## src/rtl/traffic_pkg.sv

```systemverilog
// Shared lamp encodings and controller state enum for the two-road intersection.
// Used by traffic_intersection_ctrl and its dwell_timer.
package traffic_pkg;

    typedef logic [1:0] lamp_t;

    localparam lamp_t RED    = 2'd0;
    localparam lamp_t YELLOW = 2'd1;
    localparam lamp_t GREEN  = 2'd2;

    typedef enum logic [2:0] {
        HG  = 3'd0,
        HY  = 3'd1,
        RR1 = 3'd2,
        CG  = 3'd3,
        CY  = 3'd4,
        RR2 = 3'd5
    } state_t;

endpackage

```

## src/rtl/dwell_timer.sv

```systemverilog
// Saturating dwell counter: zero in the first cycle of every state, then counts
// up each held cycle and sticks at all-ones.
module dwell_timer #(
    parameter int CNT_W = 4
) (
    input  logic             clock,
    input  logic             clear,
    input  logic             restart,
    output logic [CNT_W-1:0] cnt
);

    logic [CNT_W-1:0] cnt_reg;

    always_ff @(posedge clock) begin
        if (clear || restart) begin
            cnt_reg <= '0;
        end else if (cnt_reg != '1) begin
            cnt_reg <= cnt_reg + CNT_W'(1);
        end
    end

    assign cnt = cnt_reg;

endmodule

```

## src/rtl/traffic_intersection_ctrl.sv

```systemverilog
// Highway / country road right-of-way controller: Moore FSM timed by dwell_timer.
// Optional pedestrian request path is enabled by defining PED_REQ_EN.
module traffic_intersection_ctrl
    import traffic_pkg::*;
#(
    parameter int Y2R_CYCLES      = 3,
    parameter int R2G_CYCLES      = 2,
    parameter int MIN_GREEN       = 4,
    parameter int MAX_CNTRY_GREEN = 8,
    parameter int CNT_W           = 4
) (
    input  logic       clock,
    input  logic       clear,
    input  logic       X,
`ifdef PED_REQ_EN
    input  logic       ped_req,
    output logic       walk,
`endif
    output logic [1:0] hwy,
    output logic [1:0] cntry,
    output logic [2:0] phase
);

    localparam logic [CNT_W-1:0] Y2R_LAST  = CNT_W'(Y2R_CYCLES - 1);
    localparam logic [CNT_W-1:0] R2G_LAST  = CNT_W'(R2G_CYCLES - 1);
    localparam logic [CNT_W-1:0] MING_LAST = CNT_W'(MIN_GREEN - 1);
    localparam logic [CNT_W-1:0] MAXC_LAST = CNT_W'(MAX_CNTRY_GREEN - 1);

    state_t           state_reg;
    state_t           state_next;
    logic [CNT_W-1:0] cnt;
    logic             restart;
    logic             hg_req;

    dwell_timer #(
        .CNT_W(CNT_W)
    ) u_dwell_timer (
        .clock  (clock),
        .clear  (clear),
        .restart(restart),
        .cnt    (cnt)
    );

`ifdef PED_REQ_EN
    logic ped_pend_reg;

    // A request arriving this cycle counts immediately, not one cycle late.
    assign hg_req = X | ped_pend_reg | ped_req;

    always_ff @(posedge clock) begin
        if (clear) begin
            ped_pend_reg <= 1'b0;
        end else if (ped_req) begin
            ped_pend_reg <= 1'b1;
        end else if (state_next == CG && state_reg != CG) begin
            ped_pend_reg <= 1'b0;
        end
    end

    assign walk = (state_reg == CG);
`else
    assign hg_req = X;
`endif

    always_ff @(posedge clock) begin
        if (clear) begin
            state_reg <= HG;
        end else begin
            state_reg <= state_next;
        end
    end

    always_comb begin
        state_next = state_reg;
        case (state_reg)
            HG:  if (hg_req && cnt >= MING_LAST) state_next = HY;
            HY:  if (cnt == Y2R_LAST)            state_next = RR1;
            RR1: if (cnt == R2G_LAST)            state_next = CG;
            CG:  if ((!X && cnt >= MING_LAST) || cnt == MAXC_LAST) state_next = CY;
            CY:  if (cnt == Y2R_LAST)            state_next = RR2;
            RR2: if (cnt == R2G_LAST)            state_next = HG;
            default:                             state_next = HG;
        endcase
    end

    // Illegal encodings also restart the timer since they always move to HG.
    assign restart = (state_next != state_reg);

    always_comb begin
        hwy   = RED;
        cntry = RED;
        case (state_reg)
            HG:      hwy   = GREEN;
            HY:      hwy   = YELLOW;
            CG:      cntry = GREEN;
            CY:      cntry = YELLOW;
            default: begin
                hwy   = RED;
                cntry = RED;
            end
        endcase
    end

    assign phase = state_reg;

endmodule
```

## config.mk

```make
export PLATFORM = sky130hd
export DESIGN_NAME = traffic_intersection_ctrl
export DESIGN_NICKNAME = d
export VERILOG_FILES = /design/src/rtl/traffic_pkg.sv /design/src/rtl/dwell_timer.sv /design/src/rtl/traffic_intersection_ctrl.sv
export SDC_FILE = /design/constraint.sdc
export NUM_CORES = 1
export LEC_CHECK = 0
export ABC_AREA = 1
export CAP_MARGIN = 30
export CORE_AREA = 10 10 47 49
export CTS_BUF_LIST = sky130_fd_sc_hd__clkbuf_4
export CTS_CLUSTER_DIAMETER = 120
export DETAILED_ROUTE_END_ITERATION = 10
export DIE_AREA = 0 0 57 59
export DONT_BUFFER_PORTS = 1
export SKIP_LAST_GASP = 1
export SLEW_MARGIN = 10
export SYNTH_ARGS = -nofsm -noshare
export SYNTH_HDL_FRONTEND = slang
export SYNTH_HIERARCHICAL = 1
export SYNTH_SLANG_ARGS = --single-unit
```

## constraint.sdc

```tcl
create_clock -name clock -period 2 [get_ports clock]
set_input_delay 0.3 -clock clock [delete_from_list [all_inputs] [get_ports clock]]
set_output_delay 0.3 -clock clock [all_outputs]
set_load 0.005 [all_outputs]
```

==> results of run 1 <==
power by group through the flow:
stage | logic (mW) | clock network [mW] | registers (mW)
global route | 0.213 | 0.153 | 0.225
floorplan | 0.154 | 0 | 0.206
finish | 0.175 | 0.137 | 0.218
global placement | 0.176 | 0 | 0.219
CTS | 0.178 | 0.146 | 0.217
detailed placement | 0.177 | 0 | 0.220
worst paths after layout:
| check | startpoint | to | slack (ns) | cells past startpoint |
|---|---|---|---|---|
| worst min-delay path | clear | phase[0]$_SDFF_PP0_ | 0.12 | 1 |
| worst max-delay path | phase[0]$_SDFF_PP0_ | u_dwell_timer/cnt[0]$_SDFFE_PP0P_ | 0.34 | 10 |
| worst min register to register | u_dwell_timer/cnt[3]$_SDFFE_PP0P_ | u_dwell_timer/cnt[2]$_SDFFE_PP0P_ | 0.58 | 2 |
| worst max register to register | phase[0]$_SDFF_PP0_ | u_dwell_timer/cnt[0]$_SDFFE_PP0P_ | 0.34 | 10 |
cells in the final DEF (no fill, tap or decap):
cell type   n
nand4_1     2
nand3_1     5
nand2_1    23
ha_1        1
nand3_2     1
nor2_1     14
nor2_4      1
dfxtp_1     7
inv_2       1
a21oi_1     4
o21ai_0     4
inv_1      15
a31oi_1     1
clkbuf_4    4
nor2_2      3
nand2_2     3
nand3_4     1
cell families after synthesis:
| logic type | after synthesis | synth area share |
|---|---|---|
| AND/OR/NAND/NOR | 53 | 0.494 |
| flip-flops | 7 | 0.274 |
| AO/OA/AOI/OAI | 9 | 0.0905 |
| buffers and inverters | 16 | 0.117 |
| adder cells (fa/ha/maj) | 1 | 0.0244 |
cell type report:
cell class | instances | area (sq um)
fill | 156 | 840
sequential | 7 | 140
multi-input combinational | 63 | 312
inverter | 16 | 60.1
clock buffer | 4 | 30.0
tap | 16 | 20.0
routing by layer:
metal	global-route usage	share of wire	vias up
met1	0.0702	0.43	212
met5	0	0	-
met2	0.101	0.51	6
met3	0.0172	0.054	2
li1	-	-	273
met4	0.0503	0.0039	0
critical path, cell delays in order (launching register included):
cell,delay [ns]
dfxtp_1,0.49
nand2_2,0.13
nor2_4,0.15
nand3_4,0.11
o21ai_0,0.08
inv_1,0.05
nand2_1,0.06
nand3_1,0.07
nor2_1,0.22
o21ai_0,0.13
nor2_1,0.09
==> results.yml, run 1 <==
finish:
  fin_area_sq_um: 562
  syn_to_final_growth_pct: 9.78
  largest_reg_flops: 4
  fin_nets: 95
  final_core_util: 0.401
  drive_gt1_frac: 0.156
  diodes: 0
  stdcell_count: 106
worst_setup_path:
  start_kind: "flip-flop"
  cp.arrival_ns: 1.85
  crit_type: "flip-flop to flip-flop"
  critPathMaxFanout: 7
  crit_required_ns: 2.18
  worst_setup_path_end_kind: "flip-flop"
detailed_routing:
  vias: 493
  routed_via_density: 4.65
  first_pass_iters: 4
  wl_microns: 1020
  ant_nets: 0
  initialDrtViolationCount: 9
  wl_per_cell_microns: 9.62
  drc: 0
job:
  max_cap_violations: 0
timing:
  layout_setup_ws_ns: 0.335
  finalClockSkew_ns: 0.00357
  maxSlewHeadroom: 0.785
  whs_ns: 0.119
  maxSlewViolCount: 0
  timing.final.setup_violations: 0
  period_minus_slack_ns: 1.66
  grt_setup_unrepaired: "no"
  tns_ns: 0
  max_freq_ghz: 0.601
  timing.final.crit_share: 0.832
  hold_violations: 0
  tightest_slew_ns: 0.323
placed_design:
  placed_cells: 102
  place.gp.congestion: 0.752
  place_hpwl_microns: 843
  port-buffer-count: 0
  dp_slack_ns: 0.320
  place_area_sq_um: 532
clocking:
  cts_tree: "built"
  cts_resized: 0
  h-tree-depth: 1
  numClockSinks: 7
  clock-root-buffer: "clkbuf_4"
  cts.hold.buffers_added: 0
  cts_buffers: 3
  clk_path_buf_depth: 2
  post_cts_buffers: 0
  clk_latency_ns: 0.25
  clk_pin_slew_ns: 0.05
logic_synthesis:
  synth_seq_cells: 7
  syn_inst: 86
  ys_types: 16
  ys_warn_count: 6
  synth_area_leaders: "dfxtp_1 27%, nand2_1 17%, inv_1 11%, nor2_1 10%, nand3_1 4.9%"
  synth_commonest_cells: "23 x nand2_1, 15 x inv_1, 14 x nor2_1"
  syn_nets: 90
  synth_edf_count: 0
  synth.avg_cell_area_sq_um: 5.95
  synth-main-ff-cell: "dfxtp_1"
  netlist_area_sq_um: 512
  synth_top_area_frac: 0.274
  post-synth-top-area-cell: "dfxtp_1"
  async_flop_share: 0
  yosysMostFrequentCell: "nand2_1"
  ys_seq_area_frac: 0.274
floorplan:
  die_x_microns: 57
  start_util: 0.365
  dieArea_sq_um: 3360
  io_pins: 10
  rows: 14
  dieHeight_microns: 59
  core-area_sq_um: 1400
min_path:
  worstHoldPathType: "input port to flip-flop"
global_route:
  grt_overflow_total: 0
  track_usage: 0.0636
  antenna_found_initial: 0
  grt_pass1_wl_microns: 1770
  grt_max_degree: 11
  grt_pass1_vias: 428
power:
  power.leakage_nw: 0.258
  switching_power_mw: 0.209
  power.total_mw: 0.530
  powerDensity_nw_per_um2: 944
  ir_drop_mv: 0.522
  p_int_mw: 0.321
  seqPwrFrac: 0.412
  combinationalPowerShare: 0.329
  switching_share: 0.394
  p_clk_frac: 0.259
outcome:
  outcome: "finished, final reports clean"
Note: power is estimated with default switching activity, not from simulation.
==> inputs of run 2 (changes only) <==
- clock period: 2 -> 1.7 ns (I/O delays scaled with it)
==> run 2 against run 1 <==
  * Final area is 8.9% higher
  * Combinational power is 51% higher
  * Clock skew is 0.00083 ns lower
  * Worst hold slack worse by 0.054 ns
  * Global-route usage is 0.74 points higher
  * Routed wire length is 19% higher
  * Largest cell class unchanged
==> results.yml, run 2 (synthesis gave the netlist of run 1 again) <==
min_path:
  worstHoldPathType: "input port to flip-flop"
  hold_path_depth: 1
  hold_start: "clear"
  whs_endpoint: "phase[1]$_SDFF_PP0_"
floorplan:
  start_util: 0.365
  dieArea_sq_um: 3360
  dieHeight_microns: 59
  io_pins: 10
  core-area_sq_um: 1400
  die_x_microns: 57
  rows: 14
finish:
  drive_gt1_frac: 0.280
  fillers: 153
  diodes: 0
  seqCellArea_sq_um: 146
  largest_reg_flops: 4
  fin_nets: 98
  syn_to_final_growth_pct: 19.6
  layout_commonest_cell: "nand2_1"
  mostFrequentLayoutCells: "23 x nand2_1, 15 x inv_1, 11 x nor2_1, 5 x nand3_1, 5 x dfxtp_2"
  multi_input_area_sq_um: 333
timing:
  hold_violations: 0
  whs_ns: 0.0647
  timing.final.setup_violations: 0
  period_minus_slack_ns: 1.52
  timing.final.crit_share: 0.891
  finalClockSkew_ns: 0.00274
  max_freq_ghz: 0.660
  maxSlewHeadroom: 0.865
  layout_setup_ws_ns: 0.184
  maxSlewViolCount: 0
  tns_ns: 0
  tightest_slew_ns: 0.201
detailed_routing:
  met2_length_microns: 604
  ant_nets: 0
  topRoutingLayerUsed: "met4"
  first_pass_iters: 4
  drc: 0
  wl_per_cell_microns: 11.1
  routed_via_density: 4.91
  dr_wl_met3_microns: 87
  wl_microns: 1210
  vias: 535
  wl_met1_microns: 488
  initialDrtViolationCount: 18
worst_setup_path:
  start_kind: "flip-flop"
  worstRegToRegCells: 11
  critPathMaxFanout: 4
  crit_required_ns: 1.88
  worst_setup_path_end_kind: "flip-flop"
  crit_type: "flip-flop to flip-flop"
  r2r_end: "u_dwell_timer/cnt[0]$_SDFFE_PP0P_"
  cp.arrival_ns: 1.70
  cpMaxStageDelayCell: "dfxtp_2"
  worstReg2RegStart: "phase[1]$_SDFF_PP0_"
  crit_chain: "inv_2, nand2_1, nor2_4, nand2_1, nand2_1, nor2_2, nand4_1, nand3_1, nor2_4, o21ai_0, nor2_1"
  r2r_setup_slack_ns: 0.18
  cp_common_cell: "nand2_1"
  critPathMaxStageDelay_ns: 0.34
global_route:
  grt_pass1_vias: 468
  track_usage: 0.0710
  grt_max_degree: 8
  grt_pass1_wl_microns: 1930
  antenna_found_initial: 0
  grt_overflow_total: 0
clocking:
  cts.hold.buffers_added: 0
  clock-root-buffer: "clkbuf_4"
  numClockSinks: 7
  clk_pin_slew_ns: 0.05
  clk_latency_ns: 0.25
  clk_path_buf_depth: 2
  cts_buffers: 3
  cts_tree: "built"
  h-tree-depth: 1
power:
  power.total_mw: 0.682
  powerDensity_nw_per_um2: 1110
  power.leakage_nw: 0.279
  ir_drop_mv: 0.444
placed_design:
  place_hpwl_microns: 914
  place.gp.congestion: 0.753
  dp_slack_ns: 0.0956
  port-buffer-count: 0
outcome:
  outcome: "finished, final reports clean"
job:
  max_cap_violations: 0
## run 2: layout make-up
type | count | area share
multi-input combinational | 63 | 0.544
sequential | 7 | 0.239
inverter | 16 | 0.0982
clock buffer | 4 | 0.0491
timing repair buffer | 3 | 0.0368
tap | 16 | 0.0327
## run 2: power breakdown
group	internal (mW)	leakage (nW)	switching (mW)
clock network	0.105	0.0184	0.0599
logic	0.106	0.202	0.157
registers	0.199	0.0592	0.0535
total	0.411	0.279	0.271
## run 2: timing repair
| action | CTS | global route |
|---|---|---|
| buffers inserted | 0 | 0 |
| setup endpoints to repair | 0 | 4 |
| gates resized for setup | 0 | 11 |
## run 2: worst max-delay path: cells and delay by family (launching register included)
kind | cells | cell delay, ns
buffers and inverters | 1 | 0.11
and+or+nand+nor | 9 | 0.90
AOI/OAI and AO/OA | 1 | 0.09
DFF | 1 | 0.34
## run 2: per-layer routing
layer  track usage  up-vias
li1              -      281
met3        0.0172        6
met1        0.0824      223
met2         0.107       25
met5             0        -
met4        0.0604        0
## run 2: how the worst max path moves through the flow
stage                                                  from                           endpoint  slack, ns  cells past startpoint
after floorplan                         phase[0]$_SDFF_PP0_  u_dwell_timer/cnt[0]$_SDFFE_PP0P_       0.31                     10
after global placement    u_dwell_timer/cnt[3]$_SDFFE_PP0P_  u_dwell_timer/cnt[0]$_SDFFE_PP0P_       0.08                     11
after detailed placement  u_dwell_timer/cnt[3]$_SDFFE_PP0P_  u_dwell_timer/cnt[3]$_SDFFE_PP0P_        0.1                     11
after CTS                 u_dwell_timer/cnt[3]$_SDFFE_PP0P_  u_dwell_timer/cnt[3]$_SDFFE_PP0P_       0.08                     11
after global routing                    phase[1]$_SDFF_PP0_  u_dwell_timer/cnt[2]$_SDFFE_PP0P_      -0.01                     11
final                                   phase[1]$_SDFF_PP0_  u_dwell_timer/cnt[0]$_SDFFE_PP0P_       0.18                     11
## run 2: through the flow
stage / instance area, sq um / utilization / cells
floorplan: 512 / - / 86
global placement: 554 / 0.396 / 105
detailed placement: 554 / 0.396 / 105
CTS: 584 / 0.417 / 109
global route: 612 / 0.437 / 109
finish: 612 / 0.437 / 109
